File: src/rtl/output_signature_compactor.sv
// Folds a wide output bundle into a MISR, latches the signature at each window
// boundary and shifts the latched value out LSB first on a single pin.
module output_signature_compactor #(
   parameter int unsigned DATA_WIDTH = 192,
   parameter int unsigned SIG_WIDTH  = 32,
   parameter logic [31:0] POLY       = 32'h04C11DB7,
   parameter logic [31:0] SEED       = 32'h0,
   parameter int unsigned WINDOW     = 1024
) (
   input  logic                       clk,
   input  logic                       reset,
   input  logic                       enable,
   input  logic [DATA_WIDTH-1:0]      data_in,
   output logic [SIG_WIDTH-1:0]       signature,
   output logic                       sig_valid,
   output logic                       serial_out,
   output logic                       serial_frame,
   output logic [$clog2(WINDOW)-1:0]  window_count
);

   localparam int unsigned CW     = $clog2(WINDOW);
   localparam int unsigned BW     = $clog2(SIG_WIDTH + 1);
   localparam int unsigned NCHUNK = (DATA_WIDTH + SIG_WIDTH - 1) / SIG_WIDTH;
   localparam logic [SIG_WIDTH-1:0] POLY_W = SIG_WIDTH'(POLY);
   localparam logic [SIG_WIDTH-1:0] SEED_W = SIG_WIDTH'(SEED);

   // The serial shift must finish before the next window can latch.
   if (WINDOW < SIG_WIDTH + 1) begin : g_window_too_short
      $error("output_signature_compactor: WINDOW must be >= SIG_WIDTH+1");
   end

   typedef enum logic {IDLE, SHIFT} state_t;

   logic [SIG_WIDTH-1:0]        misr;
   logic [SIG_WIDTH-1:0]        misr_nxt;
   logic [SIG_WIDTH-1:0]        fold;
   logic [NCHUNK*SIG_WIDTH-1:0] padded;
   logic                        win_end;

   state_t                      state, state_nxt;
   logic [SIG_WIDTH-1:0]        shifter, shifter_nxt;
   logic [BW-1:0]               bitcnt, bitcnt_nxt;

   always_comb begin
      padded = '0;
      padded[DATA_WIDTH-1:0] = data_in;
      fold = '0;
      for (int unsigned k = 0; k < NCHUNK; k++) begin
         fold = fold ^ padded[k*SIG_WIDTH +: SIG_WIDTH];
      end
      misr_nxt = (misr << 1) ^ (misr[SIG_WIDTH-1] ? POLY_W : '0) ^ fold;
   end

   assign win_end = enable && (window_count == CW'(WINDOW - 1));

   always_ff @(posedge clk) begin
      if (!reset) begin
         misr         <= SEED_W;
         window_count <= '0;
         signature    <= '0;
         sig_valid    <= 1'b0;
      end else begin
         sig_valid <= win_end;
         if (win_end) begin
            signature    <= misr_nxt;
            misr         <= SEED_W;
            window_count <= '0;
         end else if (enable) begin
            misr         <= misr_nxt;
            window_count <= window_count + CW'(1);
         end
      end
   end

   always_ff @(posedge clk) begin
      if (!reset) begin
         state   <= IDLE;
         shifter <= '0;
         bitcnt  <= '0;
      end else begin
         state   <= state_nxt;
         shifter <= shifter_nxt;
         bitcnt  <= bitcnt_nxt;
      end
   end

   always_comb begin
      state_nxt    = state;
      shifter_nxt  = shifter;
      bitcnt_nxt   = bitcnt;
      serial_out   = 1'b0;
      serial_frame = 1'b0;
      case (state)
         IDLE: begin
            if (win_end) begin
               state_nxt   = SHIFT;
               shifter_nxt = misr_nxt;
               bitcnt_nxt  = '0;
            end
         end
         SHIFT: begin
            serial_out   = shifter[0];
            serial_frame = 1'b1;
            if (win_end) begin
               shifter_nxt = misr_nxt;
               bitcnt_nxt  = '0;
            end else if (bitcnt == BW'(SIG_WIDTH - 1)) begin
               state_nxt   = IDLE;
               shifter_nxt = '0;
               bitcnt_nxt  = '0;
            end else begin
               shifter_nxt = shifter >> 1;
               bitcnt_nxt  = bitcnt + BW'(1);
            end
         end
         default: state_nxt = IDLE;
      endcase
   end

endmodule

File: config.mk
export PLATFORM = sky130hd
export DESIGN_NAME = output_signature_compactor
export DESIGN_NICKNAME = d
export VERILOG_FILES = /design/src/rtl/output_signature_compactor.sv
export SDC_FILE = /design/constraint.sdc
export NUM_CORES = 1
export LEC_CHECK = 0
export BUFFER_PORTS_ARGS = -buffer_cell sky130_fd_sc_hd__buf_4
export CORE_MARGIN = 2
export CORE_UTILIZATION = 52
export DETAILED_ROUTE_END_ITERATION = 8
export GPL_TIMING_DRIVEN = 0
export HOLD_SLACK_MARGIN = 0.05
export PLACE_DENSITY = 0.87
export SLEW_MARGIN = 20
export SYNTH_ARGS = -nofsm -noshare
export SYNTH_HDL_FRONTEND = slang
export SYNTH_SLANG_ARGS = --single-unit
File: constraint.sdc
create_clock -name clk -period 3.6 [get_ports clk]
set_input_delay 0.36 -clock clk [delete_from_list [all_inputs] [get_ports clk]]
set_output_delay 0.36 -clock clk [all_outputs]
set_load 0.05 [all_outputs]
==> results of run 1 <==
kinds of logic (layout without fill, tap and decap cells):
kind of cell | Yosys count | count (layout)
fa+ha+maj | 2 | 2
flops | 114 | 114
buf+inv | 39 | 310
simple gates | 221 | 221
xor+xnor | 180 | 180
mux | 1 | 1
compound gates | 87 | 87
placed cells by master (no fill, tap or decap), types with 13 or more instances in the layout:
cell,netlist,layout
and3_1,14,14
xnor2_1,117,117
nor2_1,26,26
xnor3_1,36,36
o211ai_1,30,30
nand3_1,51,51
o21ai_0,17,17
nand2_1,73,73
clkbuf_1,14,14
nand2b_1,20,20
o22ai_1,17,17
buf_4,4,243
clkbuf_16,0,17
buf_2,15,15
dfxtp_1,114,114
xor2_1,27,27
a211oi_1,13,13
through the flow:
step                worst slack [ns]  area [um^2]  power (uW)  hold slack [ns]
floorplan                      1.630         6297        2156           0.4438
finish                         1.394         8874        4215           0.2791
global route                   1.280         8874        4358           0.2763
detailed placement             1.574         8275        2534           0.4360
global placement               1.594         8275        2519           0.4304
CTS                            1.410         8874        4213           0.2808
cell type report:
type | instances | share of cell area, %
flip-flops and latches | 114 | 25.72
repair buffers | 239 | 20.22
clock inverters | 15 | 1.946
well taps | 147 | 2.073
multi-input cells | 491 | 43.05
inverters | 1 | 0.04230
clock buffers | 17 | 4.794
plain buffers | 38 | 2.157
state kept, by name, indices dropped and copies added, names as in the netlist:
name / cells
signature: 32
state: 1
misr: 32
bitcnt: 6
shifter: 32
sig_valid: 1
window_count: 10
layer usage:
| layer | vias up | global-route usage [%] | wire (um) |
|---|---|---|---|
| met1 | 2656 | 31.26 | 6603 |
| met2 | 269 | 46.15 | 8679 |
| met5 | - | 0 | 0 |
| met4 | 0 | 6.341 | 281 |
| met3 | 31 | 6.748 | 1527 |
| li1 | 2729 | - | - |
worst max-delay path by stage:
stage,startpoint,endpoint,cells after the start
floorplan,state,serial_out,3
global placement,window_count[0],misr[31],7
detailed placement,window_count[0],misr[31],7
CTS,state,serial_out,4
global route,state,serial_out,4
finish,state,serial_out,4
worst max-delay path, delay by kind of cell (launching register included):
family        cells  cell delay, ns
buf+inv           3            0.93
flops             1            0.33
simple gates      1            0.18
power groups by stage:
stage	Clock (uW)	Combinational, uW	Sequential (uW)
finish	1700	1130	1390
floorplan	0	751	1410
global placement	0	1110	1410
detailed placement	0	1120	1410
global route	1750	1210	1390
CTS	1690	1130	1390
==> impl_metrics.toml, run 1 <==
[setup_path]
crit_type = "reg -> out"
cp_max_fo = 10
cp.required_ns = 3.24
endpoint_kind = "primary output"
worstReg2RegStart = "window_count[0]"
slowest_stage = "clkbuf_1"
crit_top_cell = "clkbuf_1"
r2r_slack_ns = 1.53
r2r_end = "misr[31]"
crit_chain = "clkbuf_1, clkbuf_1, and2_1, buf_4"
startpoint_type = "flop"
r2r_cells = 7
arrival_ns = 1.85
critPathMaxStageDelay_ns = 0.38

[logic_synthesis]
synth-edff-count = 0
synth_top_family_by_area = "XOR/XNOR gates"
synth_compound_area_share_pct = 9.597
synthAdderAreaFrac_pct = 0.3974
yosys-top-cells-count = "xnor2_1, dfxtp_1, nand2_1, nand3_1, xnor3_1"
yosysWarnings = 0
yosys.area_share.xor_xnor_pct = 32.90
synth-seq-cells = 114
ys_types = 38
synth_top_area_share_pct = 36.24
post-synth-top-count-cell = "xnor2_1"
synthCells = 644
synth-simple-area-share_pct = 17.60
ys_seq_area_share_pct = 36.24
syn-cell-area_um2 = 6297
synth.mux.area_fraction_pct = 0.1590
synthArstFlopShare_pct = 0
synth-main-ff-cell = "dfxtp_1"
synth.avg_cell_area_um2 = 9.778
synth_area_leaders = "dfxtp_1, xnor2_1, xnor3_1, nand2_1, nand3_1"
synthesis.nets = 841
yosysTopAreaCell = "dfxtp_1"

[clock_network]
clk_latency_ns = 0.42
cts-root-buf = "clkbuf_16"
ctsHoldBuffers = 0
h-tree-depth = 4
cts_buffer_depth = 2
cts_resized = 0
tritoncts = "yes"
clkSinkCount = 114
clk_pin_slew_worst_paths_ns = 0.06
cts_setup_buffers = 0
tritoncts.num_buffers = 17

[timing]
slew_headroom_pct = 55.92
slew_violations = 0
tightest_slew_ns = 0.6613
final-hold-violation-count = 0
period_needed_ns = 2.206
setup_tns_ns = 0
setup_violations = 0
max_clock_freq_mhz = 453.2
period_share_pct = 61.29
fin_skew_ns = 0.01054
rsz0062_at_grt = "no"

[routing]
routed_wl_mm = 17.09
drt_iter0_markers = 516
dr_total_vias = 5685
ant_nets = 0
routedWlPerCell_um = 16.09
vias_per_cell = 5.353
drc_errors = 0
dr.pass1.iters = 5

[final_layout]
nets = 1099
multi_input_area_um2 = 3820
syn_to_final_growth_pct = 40.91
antenna_cells = 0
instances_no_fill = 1062
utilization_pct = 74.50
fill_cells = 865
drive_gt1_share_pct = 33.88
ff_latch_area_um2 = 2282

[pwr]
p_leak_uw = 0.003965
combPwrFrac_pct = 26.9
seq_power_share_pct = 32.9
p_sw_share_pct = 28.54
p_per_area_nw_per_um2 = 475.0
p_switching_uw = 1203
ir_drop_uv = 287.0
pwr-share-clk_pct = 40.2
p_int_uw = 3012

[global_routing]
gr-total-overflow = 0
grt_pass1_wl_mm = 26.51
grtUsageTotal_pct = 25.92
first_global_vias = 5584
antenna_found_initial = 0
grt_max_degree = 17

[die]
ios = 240
core_area_um2 = 11910
die_area_um2 = 13010
die_w_um = 114.0
placementRows = 40
die_h_um = 114.0
initial_utilization_pct = 52.87

[place]
dp_hpwl_mm = 12.56
gp_congestion = 0.8738
io_buffers = 239
dp.cells = 1030

[job]
cap_viol_max_count = 0

[worst_hold_path]
holdPathEnd = "window_count[6]"
hold_depth = 3
hp-start = "reset"
hold_class = "in -> reg"

[outcome]
status = "finished clean"
No activity file was read; power rests on OpenSTA's default activity.
==> inputs of run 2 (changes only) <==
--- a/config.mk
+++ b/config.mk
@@ -5,13 +5,14 @@
 export SDC_FILE = /design/constraint.sdc
 export NUM_CORES = 1
 export LEC_CHECK = 0
+export ABC_AREA = 1
 export BUFFER_PORTS_ARGS = -buffer_cell sky130_fd_sc_hd__buf_4
 export CORE_MARGIN = 2
-export CORE_UTILIZATION = 52
+export CORE_UTILIZATION = 49
 export DETAILED_ROUTE_END_ITERATION = 8
 export GPL_TIMING_DRIVEN = 0
 export HOLD_SLACK_MARGIN = 0.05
-export PLACE_DENSITY = 0.87
+export PLACE_DENSITY = 0.81
 export SLEW_MARGIN = 20
 export SYNTH_ARGS = -nofsm -noshare
 export SYNTH_HDL_FRONTEND = slang
==> constraint.sdc (replaced) <==
create_clock -name clk -period 1.9 [get_ports clk]
set_input_delay 0.19 -clock clk [delete_from_list [all_inputs] [get_ports clk]]
set_output_delay 0.19 -clock clk [all_outputs]
set_load 0.05 [all_outputs]
==> impl_metrics.toml, run 2 <==
[timing]
slew_headroom_pct = 53.26
setup_tns_ns = 0
slew_violations = 0
fin_skew_ns = 0.01617
period_needed_ns = 1.780
rsz0062_at_grt = "no"
max_clock_freq_mhz = 561.8
tightest_slew_ns = 0.7012
final-hold-violation-count = 0
period_share_pct = 93.69
setup_violations = 0

[outcome]
status = "finished clean"

[logic_synthesis]
synth-seq-cells = 114
ys_seq_area_share_pct = 25.61
yosysWarnings = 0
yosysTopAreaCell = "nand2_1"
synth-edff-count = 0
post-synth-top-count-cell = "nand2_1"
synth_area_leaders = "nand2_1, dfxtp_1, inv_1, nor2_1, nand3_1"
synthesis.nets = 1930
synth_top_area_share_pct = 37.99
synth.avg_cell_area_um2 = 5.143
synth-main-ff-cell = "dfxtp_1"
synthCells = 1733
yosys-top-cells-count = "nand2_1, inv_1, dfxtp_1, nor2_1, nand3_1"
synthArstFlopShare_pct = 0
ys_types = 29
syn-cell-area_um2 = 8912

[pwr]
p_leak_uw = 0.007507
finalPower_uw = 7398
p_per_area_nw_per_um2 = 637.1
ir_drop_uv = 606.5

[die]
ios = 240
core_area_um2 = 17900
placementRows = 49
die_h_um = 138.9
initial_utilization_pct = 49.78
die_w_um = 138.9
die_area_um2 = 19280

[global_routing]
grt_max_degree = 17
first_global_vias = 9246
grt_pass1_wl_mm = 40.37
gr-total-overflow = 0
grtUsageTotal_pct = 25.09
antenna_found_initial = 0

[worst_hold_path]
hold_class = "in -> reg"

[clock_network]
h-tree-depth = 4
clkSinkCount = 114
clk_latency_ns = 0.42
tritoncts.num_buffers = 17
cts-root-buf = "clkbuf_16"
tritoncts = "yes"
cts_buffer_depth = 2
ctsHoldBuffers = 0
clk_pin_slew_worst_paths_ns = 0.06

[routing]
routedWlPerCell_um = 10.83
ant_nets = 0
drt_iter0_markers = 454
dr_total_vias = 10270
drc_errors = 0
routed_wl_mm = 24.20
vias_per_cell = 4.597
dr.pass1.iters = 5

[setup_path]
endpoint_kind = "flop"
crit_chain = "ha_1, nand2_1, nor2_4, nand3_4, buf_2, nand3_1, o21ai_0, nand2_1, nand2_1"
startpoint_type = "flop"
slowest_stage = "dfxtp_1"
crit_type = "reg -> reg"
critPathMaxStageDelay_ns = 0.38
cp_max_fo = 10
cp.required_ns = 2.22
arrival_ns = 2.10
crit_top_cell = "nand2_1"

[final_layout]
syn_to_final_growth_pct = 30.28
nets = 2190
antenna_cells = 0
final_common_cell = "nand2_1"
fin_area_um2 = 11610
reg_top3 = "misr (32), shifter (32), signature (32)"
drive_gt1_share_pct = 15.76
instances_no_fill = 2234
most-common-layout-cells = "nand2_1, inv_1, buf_4"
utilization_pct = 64.86

[place]
gp_congestion = 0.8321
dp.cells = 2201
dp_hpwl_mm = 19.16
io_buffers = 239
dpl_cell_area_um2 = 10990

[job]
cap_viol_max_count = 0
-- run 2: cell types whose count changed in the layout (fill, tap and decap cells not counted), moves of 20 or more --
cell and change:
xor2_1 -22, nand2b_1 -20, inv_1 +365, a21oi_1 +35
xnor3_1 -36, nand2_1 +829, o211ai_1 -30, o21ai_0 +26
xnor2_1 -113, nor2_1 +85
-- run 2: cell families after synthesis --
kind of cell,after synthesis,synth area share [%]
XOR/XNOR,9,0.8844
flip-flops,114,25.61
AO/OA/AOI/OAI,94,5.307
adder cells (fa/ha/maj),2,0.2807
AND/OR/NAND/NOR,1112,50.22
buffers and inverters,402,17.70
-- run 2: through the flow --
stage	setup slack (ns)	hold WS (ns)
final	0.1200	0.1423
after global routing	0.007472	0.1636
after CTS	0.01891	0.1584
after detailed placement	0.02251	0.4407
after global placement	0.07015	0.4383
after floorplan	0.02636	0.4279
-- run 2: layout make-up --
class | count | area [um^2]
clock inverter | 11 | 137.6
multi-input combinational | 1217 | 5062
buffer | 34 | 203.9
fill | 1728 | 6291
timing repair buffer | 241 | 1809
clock buffer | 20 | 446.7
tap | 229 | 286.5
sequential | 114 | 2283
inverter | 368 | 1381
-- run 2: metal layers --
layer	vias up	wire [um]	GRT usage, %
met4	0	412	7.390
met3	33	1708	5.698
met1	4423	10350	29.60
met5	-	0	0
met2	248	11730	45.40
li1	5565	-	-
-- run 2: path summary, 6_finish.rpt --
check | to | startpoint | cells past startpoint | slack [ns]
setup / recovery | shifter[16] | window_count[1] | 9 | 0.12
hold / removal | misr[22] | reset | 5 | 0.14
setup reg to reg | shifter[16] | window_count[1] | 9 | 0.12
hold reg to reg | signature[0] | signature[0] | 2 | 0.45
-- run 2: power breakdown --
part	switching, uW	leakage [uW]	internal (uW)	total (uW)
clock network	1120	0.000281	2070	3190
registers	52.0	0.000927	2460	2520
logic	984	0.00630	709	1690
total	2150	0.00751	5250	7400
-- run 2: worst max-delay path, delay by kind of cell, from the launching register on --
family	cells	cell delay, ns
AO/OA/AOI/OAI	1	0.13
adder cells (fa/ha/maj)	1	0.17
buffers and inverters	1	0.24
flip-flops	1	0.38
AND/OR/NAND/NOR	6	0.76
-- run 2: timing repair --
action                     in CTS  in global routing
buffers inserted                0                  2
setup endpoints to repair       0                 81
gates resized for setup         0                  6
